<file path="config.mk">
export PLATFORM = sky130hd
export DESIGN_NAME = oclib_csr_arbiter
export DESIGN_NICKNAME = d
export VERILOG_FILES = /design/src/rtl/oclib_pkg.sv /design/src/rtl/oclib_rr_pick.sv /design/src/rtl/oclib_csr_arbiter.sv
export SDC_FILE = /design/constraint.sdc
export NUM_CORES = 1
export LEC_CHECK = 0
export ABC_AREA = 0
export BUFFER_PORTS_ARGS = -buffer_cell sky130_fd_sc_hd__buf_2
export CELL_PAD_IN_SITES_DETAIL_PLACEMENT = 1
export CELL_PAD_IN_SITES_GLOBAL_PLACEMENT = 2
export CORE_MARGIN = 2
export CORE_UTILIZATION = 25
export DETAILED_ROUTE_END_ITERATION = 12
export GPL_TIMING_DRIVEN = 0
export PLACE_DENSITY = 0.79
export SYNTH_ARGS = -nofsm -noshare
export SYNTH_HDL_FRONTEND = slang
export SYNTH_HIERARCHICAL = 1
export SYNTH_SLANG_ARGS = --single-unit
</file>
<file path="constraint.sdc">
create_clock -name clock -period 1.8 [get_ports clock]
set_input_delay 0.27 -clock clock [delete_from_list [all_inputs] [get_ports clock]]
set_output_delay 0.27 -clock clock [all_outputs]
set_load 0.05 [all_outputs]
</file>
<file path="src/rtl/oclib_pkg.sv">
// Shared CSR bus payload types and arbiter constants for the oclib register fabric.
package oclib_pkg;

  localparam int unsigned CsrAddrW            = 32;
  localparam int unsigned CsrDataW            = 32;
  localparam int unsigned CsrArbMaxRequesters = 16;

  typedef struct packed {
    logic                read;
    logic                write;
    logic [CsrAddrW-1:0] addr;
    logic [CsrDataW-1:0] wdata;
  } csr_32_s;

  typedef struct packed {
    logic                ready;
    logic                error;
    logic [CsrDataW-1:0] rdata;
  } csr_32_fb_s;

  typedef enum logic [1:0] {
    IDLE,
    ISSUE,
    WAIT,
    RELEASE
  } csr_arb_state_e;

endpackage

</file>
<file path="src/rtl/oclib_rr_pick.sv">
// Combinational round-robin picker: first set request at or after ptr, with wrap-around.
module oclib_rr_pick #(
  parameter int unsigned N = 2
) (
  input  logic [N-1:0]         req,
  input  logic [$clog2(N)-1:0] ptr,
  output logic [N-1:0]         onehot,
  output logic [$clog2(N)-1:0] index,
  output logic                 any
);

  localparam int unsigned IdxW = $clog2(N);
  localparam int unsigned SumW = IdxW + 1;

  logic [SumW-1:0] sum;
  logic [IdxW-1:0] idx;

  always_comb begin
    onehot = '0;
    index  = '0;
    any    = 1'b0;
    sum    = '0;
    idx    = '0;
    for (int unsigned k = 0; k < N; k++) begin
      sum = {1'b0, ptr} + SumW'(k);
      if (sum >= SumW'(N)) sum = sum - SumW'(N);
      idx = sum[IdxW-1:0];
      if (!any && req[idx]) begin
        onehot[idx] = 1'b1;
        index       = idx;
        any         = 1'b1;
      end
    end
  end

endmodule

</file>
<file path="src/rtl/oclib_csr_arbiter.sv">
// Round-robin arbiter sharing one csr_32 target between several masters, one transaction per grant,
// with error completion when the target stays silent for TimeoutCycles.
module oclib_csr_arbiter
  import oclib_pkg::*;
#(
  parameter int unsigned Requesters    = 2,
  parameter int unsigned TimeoutCycles = 1024,
  parameter type         CsrType       = oclib_pkg::csr_32_s,
  parameter type         CsrFbType     = oclib_pkg::csr_32_fb_s
) (
  input  logic                  clock,
  input  logic                  reset,
  input  CsrType                in    [Requesters],
  output CsrFbType              inFb  [Requesters],
  output CsrType                out,
  input  CsrFbType              outFb,
  output logic [Requesters-1:0] grant,
  output logic                  timeout
);

  localparam int unsigned IdxW        = $clog2(Requesters);
  localparam int unsigned TimerW      = (TimeoutCycles == 0) ? 1 : $clog2(TimeoutCycles + 1);
  localparam int unsigned TimeoutLast = (TimeoutCycles == 0) ? 0 : TimeoutCycles - 1;

  // Elaboration-time parameter sanity checks
  if (Requesters < 2 || Requesters > CsrArbMaxRequesters) begin : g_bad_requesters
    $error("oclib_csr_arbiter: Requesters must be in 2..16");
  end
  if ($bits(CsrType) != $bits(csr_32_s)) begin : g_bad_csr_type
    $error("oclib_csr_arbiter: CsrType must be csr_32_s");
  end

  csr_arb_state_e        state_q, state_d;
  logic [Requesters-1:0] grant_q, grant_d;
  logic [IdxW-1:0]       gidx_q, gidx_d;
  logic [IdxW-1:0]       rr_ptr_q, rr_ptr_d;
  logic [TimerW-1:0]     timer_q, timer_d;
  CsrType                out_q, out_d;
  CsrFbType              infb_q [Requesters];
  CsrFbType              infb_d [Requesters];
  logic                  timeout_q, timeout_d;

  logic [Requesters-1:0] req_c;
  logic [Requesters-1:0] pick_onehot_c;
  logic [IdxW-1:0]       pick_index_c;
  logic                  pick_any_c;
  logic                  timer_expired_c;

  always_comb begin
    for (int unsigned i = 0; i < Requesters; i++) req_c[i] = in[i].read | in[i].write;
  end

  oclib_rr_pick #(.N(Requesters)) u_pick (
    .req    (req_c),
    .ptr    (rr_ptr_q),
    .onehot (pick_onehot_c),
    .index  (pick_index_c),
    .any    (pick_any_c)
  );

  // TimeoutCycles == 0 disables expiry; the timer then just saturates
  assign timer_expired_c = (TimeoutCycles != 0) && (timer_q == TimerW'(TimeoutLast));

  always_comb begin
    state_d   = state_q;
    grant_d   = grant_q;
    gidx_d    = gidx_q;
    rr_ptr_d  = rr_ptr_q;
    timer_d   = timer_q;
    out_d     = out_q;
    infb_d    = infb_q;
    timeout_d = 1'b0;
    case (state_q)
      IDLE: begin
        if (pick_any_c) begin
          grant_d = pick_onehot_c;
          gidx_d  = pick_index_c;
          out_d   = in[pick_index_c];
          state_d = ISSUE;
        end
      end
      ISSUE: begin
        out_d   = in[gidx_q];
        timer_d = '0;
        state_d = WAIT;
      end
      WAIT: begin
        out_d = in[gidx_q];
        // A ready arriving on the expiry cycle still completes normally
        if (outFb.ready) begin
          infb_d[gidx_q]       = outFb;
          infb_d[gidx_q].ready = 1'b1;
          out_d.read           = 1'b0;
          out_d.write          = 1'b0;
          state_d              = RELEASE;
        end else if (timer_expired_c) begin
          infb_d[gidx_q]       = '0;
          infb_d[gidx_q].ready = 1'b1;
          infb_d[gidx_q].error = 1'b1;
          out_d.read           = 1'b0;
          out_d.write          = 1'b0;
          timeout_d            = 1'b1;
          state_d              = RELEASE;
        end else if (timer_q != {TimerW{1'b1}}) begin
          timer_d = timer_q + TimerW'(1);
        end
      end
      RELEASE: begin
        for (int unsigned i = 0; i < Requesters; i++) infb_d[i] = '0;
        grant_d  = '0;
        rr_ptr_d = (gidx_q == IdxW'(Requesters - 1)) ? '0 : gidx_q + IdxW'(1);
        state_d  = IDLE;
      end
      default: state_d = IDLE;
    endcase
  end

  always_ff @(posedge clock) begin
    if (!reset) begin
      state_q   <= IDLE;
      grant_q   <= '0;
      gidx_q    <= '0;
      rr_ptr_q  <= '0;
      timer_q   <= '0;
      out_q     <= '0;
      timeout_q <= 1'b0;
      for (int unsigned i = 0; i < Requesters; i++) infb_q[i] <= '0;
    end else begin
      state_q   <= state_d;
      grant_q   <= grant_d;
      gidx_q    <= gidx_d;
      rr_ptr_q  <= rr_ptr_d;
      timer_q   <= timer_d;
      out_q     <= out_d;
      timeout_q <= timeout_d;
      for (int unsigned i = 0; i < Requesters; i++) infb_q[i] <= infb_d[i];
    end
  end

  assign out     = out_q;
  assign grant   = grant_q;
  assign timeout = timeout_q;
  assign inFb    = infb_q;

endmodule

</file>
==> results of run 1 <==
sequential cells by signal, summed over array words and instances, names as in the netlist:
name / cells
timeout: 1
timer_q: 11
state_q: 2
rr_ptr_q: 1
out: 66
gidx_q: 1
grant: 2
inFb: 68
cells in the final DEF, fill, tap and decap left out, types with 5 or more instances in the layout:
master / count
buf_2: 309
dfxtp_1: 142
nor2_1: 139
mux2i_1: 129
o22ai_1: 127
a21oi_1: 71
nand2_1: 71
nand3_1: 68
nor3_1: 65
buf_4: 44
o21ai_1: 40
nand2b_1: 35
clkbuf_1: 28
clkbuf_2: 20
clkbuf_16: 18
clkbuf_4: 16
buf_6: 14
o21ai_0: 14
o21ai_2: 14
a21oi_2: 8
buf_8: 7
dfxtp_4: 6
inv_1: 5
buf_12: 5
power breakdown:
group          leakage (nW)  switching, mW  internal (mW)
clock                 0.275           1.56           2.12
sequential             1.25          0.443           4.11
combinational          3.53           6.78           3.13
total                  5.05           8.78           9.35
repair_timing:
item / in CTS / in global routing
gates cloned: 1 / 1
buffers inserted: 15 / 14
endpoints found under the setup margin: 142 / 134
gates resized for setup: 148 / 117
pin swaps: 12 / 11
through the flow:
step	utilization (%)	hold slack [ps]	instances
floorplan	-	388	1131
global placement	31.4	446	1890
detailed placement	31.4	464	1890
global route	35.8	139	1950
CTS	34.5	119	1936
finish	35.8	147	1951
critical path: stages (launching register included):
cell	delay, ps
dfxtp_4	380
inv_4	50
ha_4	160
buf_12	140
nand2b_4	150
buf_6	130
a21o_1	180
or4_1	410
a21oi_1	140
final cells by class:
class,count,area share [%]
clock inverters,11,0.998
multi-input cells,856,44.1
plain buffers,112,6.72
inverters,8,0.265
diodes,1,0.0204
repair buffers,335,14.6
flip-flops and latches,152,25.0
clock buffers,21,3.75
well taps,455,4.63
logic make-up after synthesis:
| logic type | after synthesis | synth area share, % |
|---|---|---|
| buffers and inverters | 123 | 6.30 |
| AOI/OAI and AO/OA | 305 | 20.4 |
| adders and majority gates | 6 | 0.865 |
| and+or+nand+nor | 411 | 21.9 |
| xor gates and xnor gates | 1 | 0.101 |
| muxes | 133 | 15.3 |
| DFF | 152 | 35.1 |
layer usage:
metal / vias to the layer above / share of wire (%) / routed length, um
li1: 4782 / - / -
met1: 4814 / 42 / 16300
met2: 310 / 48 / 18500
met3: 39 / 7.9 / 3010
met4: 14 / 1.3 / 489
met5: - / 0.17 / 66
how the worst min path moves through the flow:
stage | slack, ps | endpoint | start | cells after the start
after detailed placement | 460 | inFb[33] | inFb[33] | 2
after floorplan | 390 | timer_q[0] | reset | 1
after CTS | 120 | timer_q[0] | reset | 2
after global routing | 140 | timer_q[0] | reset | 2
after global placement | 450 | inFb[67] | inFb[67] | 2
final | 150 | out[65] | in[131] | 3
==> results.py, run 1 <==
metrics = {
    "yosys": {
        "synthFlopType": "dfxtp_1",
        "synth_edf_count": 0,
        "syn_nets": 1305,
        "yosys.area.top_type": "dfxtp_1",
        "synth_top_area_share_pct": 35.1,
        "synth-seq-area-share_pct": 35.1,
        "synth.area.top_cells": "dfxtp_1 (35%), mux2i_1 (15%), o22ai_1 (9.5%), nor2_1 (6.0%), a21oi_1 (4.6%)",
        "postSynthAreaPerCell_um2": 7.67,
        "syn-cell-area_um2": 8680,
        "syn_inst": 1131,
        "synth_cell_type_count": 45,
        "ys_async_sr_fraction_pct": 0,
        "ys_ff_latch": 152,
        "synth_most_common_cell": "dfxtp_1",
        "yosysWarnings": 6,
        "synthTopCellsByCount": "dfxtp_1 (152), nor2_1 (139), mux2i_1 (133)",
    },
    "setup_path": {
        "r2r-end": "timer_q[6]",
        "worstReg2RegStart": "state_q[0]",
        "worstPathMaxFanout": 8,
        "reg2regPathDepth": 8,
        "startpoint_type": "flop",
        "endpoint": "timer_q[6]",
        "worst_ep_arrival_time_ps": 2170,
        "crit_start": "state_q[0]",
        "end_kind": "flop",
        "crit_type": "flop to flop",
        "rrSetupSlack_ps": -30,
        "crit_required_ps": 2140,
    },
    "layout": {
        "multi_input_area_um2": 5420,
        "drive_above_1_share_pct": 34.7,
        "seq_area_um2": 3070,
        "post-route-cell-area_um2": 12300,
        "syn2layout_area_growth_pct": 41.7,
        "num-fill-cells": 4308,
        "fin_nets": 1656,
    },
    "placement": {
        "place_area_um2": 10800,
        "pre_cts_slack_ps": -976,
        "port_buffers": 304,
        "dp_hpwl_mm": 28.4,
        "gp_congestion": 0.820,
    },
    "power_and_ir_drop": {
        "total_power_mw": 18.1,
        "power.leakage_nw": 5.05,
        "power.density_nw_per_um2": 1470,
        "ir_drop_v": 0.000726,
    },
    "detailed_routing": {
        "drtIter0Drc": 342,
        "drt-total-wl_mm": 38.3,
        "num_vias": 9959,
        "wl_per_cell_um": 19.6,
        "drc_errors": 0,
        "ant_nets": 0,
        "viasPerCell": 5.10,
        "firstDrtPassIters": 4,
    },
    "timing": {
        "period_share_pct": 102,
        "slew_headroom_pct": 51.9,
        "min_period_ps": 1830,
        "max_freq_mhz": 547,
        "tns_ps": -206,
        "finalClockSkew_ps": 11.9,
        "worst_slew_pin_slew_ps": 722,
        "grt_setup_unrepaired": "true",
        "worst_slack_ps": -29.4,
        "drv_slew": 0,
        "hold_viol_final": 0,
        "setup_violations": 17,
    },
    "run_status": {
        "status": "complete, but fails checks",
        "failed_checks": "negative setup slack",
    },
    "floorplan": {
        "row_count": 68,
        "initial_utilization_pct": 25.2,
        "core_area_um2": 34400,
        "die_height_um": 190,
        "num_io_pins": 305,
        "dieWidth_um": 190,
        "fp.dieArea_um2": 36200,
    },
    "clock_network": {
        "cts.sink_count": 152,
        "cts_tree": "done",
        "htreeDepth": 4,
        "clk_path_buf_depth": 2,
        "cts-root-buf": "clkbuf_16",
        "numCtsBuffers": 17,
        "cts-hold-fix-buffers": 0,
        "clkLatencyLatePin_ps": 430,
        "clk_pin_slew_ps": 60,
    },
    "min_path": {
        "hold_class": "input pin to flop",
    },
    "global_route": {
        "antenna_found_initial": 9,
        "grt_pass1_wl_mm": 58.5,
        "grt_util_met3_pct": 6.50,
        "grt_max_degree": 17,
        "met1_usage_pct": 24.9,
        "grtUsageTotal_pct": 20.7,
        "busiest_layer": "met2",
        "grt_pass1_vias": 10300,
        "grtUsageMet2_pct": 35.7,
        "grt_overflow_total": 0,
    },
    "job": {
        "maxCapViolCount": 0,
    },
}
No activity file was read; power rests on OpenSTA's default activity.
==> run 2: changes to the inputs <==
--- a/config.mk
+++ b/config.mk
@@ -10,10 +10,10 @@
 export CELL_PAD_IN_SITES_DETAIL_PLACEMENT = 1
 export CELL_PAD_IN_SITES_GLOBAL_PLACEMENT = 2
 export CORE_MARGIN = 2
-export CORE_UTILIZATION = 25
+export CORE_UTILIZATION = 28
 export DETAILED_ROUTE_END_ITERATION = 12
 export GPL_TIMING_DRIVEN = 0
-export PLACE_DENSITY = 0.79
+export PLACE_DENSITY = 0.84
 export SYNTH_ARGS = -nofsm -noshare
 export SYNTH_HDL_FRONTEND = slang
 export SYNTH_HIERARCHICAL = 1
==> constraint.sdc (replaced) <==
create_clock -name clock -period 2 [get_ports clock]
set_input_delay 0.3 -clock clock [delete_from_list [all_inputs] [get_ports clock]]
set_output_delay 0.3 -clock clock [all_outputs]
set_load 0.05 [all_outputs]
==> results.py, run 2 (synthesis gave the netlist of run 1 again) <==
metrics = {
    "timing": {
        "period_share_pct": 99.8,
        "worst_hold_slack_ps": 183,
        "worst_slew_pin_slew_ps": 834,
        "finalClockSkew_ps": 9.96,
        "max_freq_mhz": 501,
        "tns_ps": 0,
        "hold_viol_final": 0,
        "slew_headroom_pct": 44.4,
        "drv_slew": 0,
        "setup_violations": 0,
        "min_period_ps": 2000,
        "grt_setup_unrepaired": "true",
    },
    "clock_network": {
        "clk_path_buf_depth": 2,
        "htreeDepth": 4,
        "cts-hold-fix-buffers": 0,
        "cts.sink_count": 152,
        "numCtsBuffers": 17,
        "cts-root-buf": "clkbuf_16",
        "cts_tree": "done",
        "clkLatencyLatePin_ps": 430,
        "clk_pin_slew_ps": 70,
    },
    "layout": {
        "post-route-cell-area_um2": 11700,
        "layout.cells.most_common_list": "buf_2 (329), dfxtp_1 (148), nor2_1 (139), mux2i_1 (133), o22ai_1 (132)",
        "fin_nets": 1637,
        "drive_above_1_share_pct": 30.1,
        "num-fill-cells": 3880,
        "largest_reg_flops": 68,
        "antenna_cells": 0,
        "syn2layout_area_growth_pct": 34.5,
        "layout_commonest_cell": "buf_2",
    },
    "placement": {
        "port_buffers": 304,
        "place_area_um2": 10700,
        "gp_congestion": 0.828,
        "dp_hpwl_mm": 27.3,
    },
    "detailed_routing": {
        "ant_nets": 0,
        "wl_per_cell_um": 19.4,
        "num_vias": 9859,
        "viasPerCell": 5.27,
        "firstDrtPassIters": 5,
        "drt-total-wl_mm": 36.3,
        "drc_errors": 0,
        "drtIter0Drc": 570,
    },
    "setup_path": {
        "crit_required_ps": 2350,
        "cp_slowest_stage_delay_ps": 530,
        "cp_top_family": "simple AND/OR/NAND/NOR gates",
        "critPathBufInv": 2,
        "crit_chain": "inv_1, ha_2, buf_8, nand2b_4, a211o_1, or4_4, a21oi_2",
        "worst_ep_arrival_time_ps": 2350,
        "worstPathMaxFanout": 10,
        "end_kind": "flop",
        "crit_type": "flop to flop",
        "startpoint_type": "flop",
        "critical_path.slowest_cell": "or4_4",
    },
    "run_status": {
        "status": "completed",
    },
    "job": {
        "maxCapViolCount": 0,
    },
    "floorplan": {
        "core_area_um2": 30600,
        "num_io_pins": 305,
        "initial_utilization_pct": 28.4,
        "row_count": 64,
        "dieWidth_um": 180,
        "die_height_um": 180,
        "fp.dieArea_um2": 32400,
    },
    "global_route": {
        "grt_overflow_total": 0,
        "grt_util_met3_pct": 6.27,
        "grt_pass1_vias": 10200,
        "met1_usage_pct": 26.8,
        "grt_max_degree": 17,
        "grtUsageMet2_pct": 37.6,
        "grt_pass1_wl_mm": 56.8,
        "grtUsageTotal_pct": 21.8,
        "busiest_layer": "met2",
        "antenna_found_initial": 6,
    },
    "power_and_ir_drop": {
        "ir_drop_v": 0.000703,
        "power.density_nw_per_um2": 1370,
        "power.leakage_nw": 4.86,
    },
    "min_path": {
        "hold_class": "input pin to flop",
    },
}
[run 2: stage by stage]
| step | setup slack (ps) | std cells | utilization, % | power (mW) |
|---|---|---|---|---|
| after floorplan | 59.0 | 1131 | - | 9.66 |
| after global placement | -661 | 1831 | 35.0 | 11.9 |
| after detailed placement | -695 | 1831 | 35.0 | 12.0 |
| after CTS | 8.54 | 1864 | 37.6 | 15.9 |
| after global routing | -69.2 | 1872 | 38.2 | 16.9 |
| final | 3.96 | 1872 | 38.2 | 15.9 |
[run 2: timing repair]
item	CTS	global route
pin swaps	2	2
endpoints found under the setup margin	135	127
setup buffers	3	5
hold endpoints to repair	0	0
gates resized for setup	59	56
cloned	0	3
[run 2: per-layer routing]
layer | up-vias | share of wire [%]
met1 | 4764 | 43
met3 | 30 | 7.5
met5 | - | 0.088
li1 | 4749 | -
met2 | 310 | 48
met4 | 6 | 1.1
[run 2: power breakdown]
part	total (mW)	internal, mW	leakage (nW)	switching [mW]
combinational	8.16	2.38	3.30	5.79
clock	3.69	2.32	0.323	1.37
sequential	4.08	3.69	1.24	0.383
total	15.9	8.39	4.86	7.54
[run 2: path summary, 6_finish.rpt]
kind               from          to  slack [ps]  cells past startpoint
min reg2reg    inFb[67]    inFb[67]         490                      2
min               reset  timer_q[0]         180                      2
max          state_q[0]  timer_q[7]           4                      7
max reg2reg  state_q[0]  timer_q[7]           4                      7
[run 2: final cells by class]
type                       count  area, um^2  share of cell area [%]
buffer                       113         647                    5.54
clock buffer                  21         470                    4.03
clock inverter                11         194                    1.66
inverter                       8        30.0                   0.257
multi-input combinational    857        5180                    44.4
sequential                   152        3050                    26.1
tap                          396         495                    4.25
timing repair buffer         314        1600                    13.7
==> run 3: changes to the inputs <==
--- a/config.mk
+++ b/config.mk
@@ -10,11 +10,11 @@
 export CELL_PAD_IN_SITES_DETAIL_PLACEMENT = 1
 export CELL_PAD_IN_SITES_GLOBAL_PLACEMENT = 2
 export CORE_MARGIN = 2
-export CORE_UTILIZATION = 28
+export CORE_UTILIZATION = 29
+export CTS_BUF_LIST = sky130_fd_sc_hd__clkbuf_8 sky130_fd_sc_hd__clkbuf_16
 export DETAILED_ROUTE_END_ITERATION = 12
 export GPL_TIMING_DRIVEN = 0
-export PLACE_DENSITY = 0.84
+export PLACE_DENSITY = 0.83
 export SYNTH_ARGS = -nofsm -noshare
 export SYNTH_HDL_FRONTEND = slang
-export SYNTH_HIERARCHICAL = 1
 export SYNTH_SLANG_ARGS = --single-unit
==> results.py, run 3 <==
metrics = {
    "run_status": {
        "status": "completed",
    },
    "layout": {
        "drive_above_1_share_pct": 38.4,
        "fin_nets": 1558,
        "fin_util_pct": 38.7,
        "seq_area_um2": 3040,
        "num-fill-cells": 3743,
        "multi_input_area_um2": 5240,
        "layout_commonest_cell": "buf_2",
        "largest_reg_flops": 68,
        "syn2layout_area_growth_pct": 32.1,
        "layout.cells.most_common_list": "buf_2 (339), dfxtp_1 (151), nand2_1 (140), o21ai_0 (133), nand3_1 (131)",
    },
    "placement": {
        "pre_cts_slack_ps": -672,
        "port_buffers": 304,
        "gp_congestion": 0.856,
        "dp_hpwl_mm": 27.7,
    },
    "power_and_ir_drop": {
        "power.density_nw_per_um2": 1290,
        "ir_drop_v": 0.000682,
        "total_power_mw": 15.1,
        "power.leakage_nw": 4.88,
    },
    "clock_network": {
        "clk_path_buf_depth": 2,
        "cts-root-buf": "clkbuf_16",
        "clk_pin_slew_ps": 80,
        "cts.sink_count": 152,
        "clkLatencyLatePin_ps": 440,
        "cts_tree": "done",
        "numCtsBuffers": 17,
        "htreeDepth": 4,
    },
    "timing": {
        "min_period_ps": 1930,
        "worst_hold_slack_ps": 86.8,
        "grt_setup_unrepaired": "true",
        "worst_slew_pin_slew_ps": 698,
        "finalClockSkew_ps": 18.8,
        "slew_headroom_pct": 53.4,
        "max_freq_mhz": 518,
        "hold_viol_final": 0,
        "setup_violations": 0,
        "period_share_pct": 96.5,
        "drv_slew": 0,
        "worst_slack_ps": 69.4,
    },
    "detailed_routing": {
        "highest_layer": "met5",
        "drt-met1-wl_mm": 17.0,
        "num_vias": 9778,
        "ant_nets": 0,
        "drtIter0Drc": 400,
        "drc_errors": 0,
        "route.met2.wl_mm": 18.0,
        "met3WireLength_mm": 1.84,
        "firstDrtPassIters": 5,
        "viasPerCell": 5.43,
        "wl_per_cell_um": 20.9,
        "drt-total-wl_mm": 37.6,
    },
    "yosys": {
        "yosysWarnings": 0,
        "yosys.area.top_type": "dfxtp_1",
        "syn_inst": 1051,
        "synthFlopType": "dfxtp_1",
        "synth-seq-area-share_pct": 34.2,
        "synth_most_common_cell": "dfxtp_1",
        "postSynthAreaPerCell_um2": 8.46,
        "synth_cell_type_count": 60,
        "synth_top_area_share_pct": 34.2,
        "synth.area.top_cells": "dfxtp_1 (34%), o211ai_2 (8.4%), o21ai_0 (7.5%), nand3_1 (7.4%), mux2i_1 (7.2%)",
        "synthTopCellsByCount": "dfxtp_1 (152), nand2_1 (140), o21ai_0 (133)",
        "syn_nets": 1225,
        "ys_async_sr_fraction_pct": 0,
        "ys_ff_latch": 152,
        "syn-cell-area_um2": 8890,
        "synth_edf_count": 0,
    },
    "floorplan": {
        "row_count": 64,
        "dieWidth_um": 179,
        "num_io_pins": 305,
        "die_height_um": 179,
        "fp.dieArea_um2": 32100,
        "initial_utilization_pct": 29.3,
        "core_area_um2": 30300,
    },
    "min_path": {
        "hold_class": "input pin to flop",
        "hold_depth": 3,
    },
    "setup_path": {
        "cp_slowest_stage_delay_ps": 390,
        "worstPathMaxFanout": 10,
        "crit_chain": "inv_2, ha_4, and2b_1, buf_4, o211a_2, clkbuf_4, nand3_1, o211ai_2",
        "worst_ep_arrival_time_ps": 2260,
        "reg2regPathDepth": 8,
        "crit_required_ps": 2330,
        "critical_path.slowest_cell": "dfxtp_1",
        "startpoint_type": "flop",
        "crit_type": "flop to flop",
        "end_kind": "flop",
    },
    "global_route": {
        "grt_pass1_vias": 10100,
        "grt_max_degree": 18,
        "grtUsageTotal_pct": 22.8,
        "antenna_found_initial": 13,
        "grt_overflow_total": 0,
        "grt_pass1_wl_mm": 56.9,
    },
    "job": {
        "maxCapViolCount": 0,
    },
}
[run 3: path summary, 6_finish.rpt]
path         endpoint  slack, ps  startpoint
max          inFb[14]         70  state_q[0]
min          inFb[34]         90    outFb[0]
max reg2reg  inFb[14]         70  state_q[0]
min reg2reg  inFb[33]        450    inFb[33]
[run 3: where the power goes]
group / switching (mW) / internal [mW] / total (mW)
Combinational: 5.30 / 2.26 / 7.57
Sequential: 0.451 / 3.71 / 4.16
Clock: 1.62 / 1.80 / 3.42
[run 3: final cells by class]
| class | count | share of cell area (%) |
|---|---|---|
| Multi-Input combinational cell | 775 | 44.7 |
| Sequential cell | 152 | 25.9 |
| Timing Repair Buffer | 314 | 13.7 |
| Buffer | 108 | 5.66 |
| Tap cell | 396 | 4.22 |
| Clock buffer | 17 | 3.62 |
| Clock inverter | 15 | 1.53 |
| Inverter | 16 | 0.511 |
| Antenna cell | 9 | 0.192 |
[run 3: kinds of logic after synthesis]
group | count (synthesis) | synth area share, %
flip-flops | 152 | 34.2
adder cells (fa/ha/maj) | 6 | 0.845
AND/OR/NAND/NOR | 319 | 17.4
multiplexers | 67 | 7.59
AO/OA/AOI/OAI | 383 | 32.7
buffers and inverters | 124 | 7.28
[run 3: stage by stage]
step / cells / TNS [ps] / cell area (um^2)
final: 1802 / 0 / 11700
after global placement: 1751 / -39570 / 10900
after floorplan: 1051 / 0 / 8890
after detailed placement: 1751 / -45010 / 10900
after global routing: 1801 / -100 / 11700
after CTS: 1789 / 0 / 11600
[run 3: timing repair]
| item | CTS | global route |
|---|---|---|
| hold buffers | 0 | 0 |
| setup endpoints to repair | 120 | 98 |
| endpoints found under the hold margin | 0 | 0 |
| resized for setup | 36 | 31 |
| buffers inserted | 5 | 4 |
| gates cloned | 1 | 0 |
| pin swaps | 3 | 1 |
[run 3: critical path: cells and delay by family (launching register included)]
| family | cells | cell delay [ps] |
|---|---|---|
| adder cells (fa/ha/maj) | 1 | 180 |
| flip-flops | 1 | 390 |
| buffers and inverters | 3 | 500 |
| AO/OA/AOI/OAI | 2 | 420 |
| AND/OR/NAND/NOR | 2 | 340 |
[run 3: metal layers]
metal  track usage (%)  up-vias
met4              7.08        8
met2              38.4      254
met3              4.33       47
met1              29.4     4860
met5                 0        -
li1                  -     4609
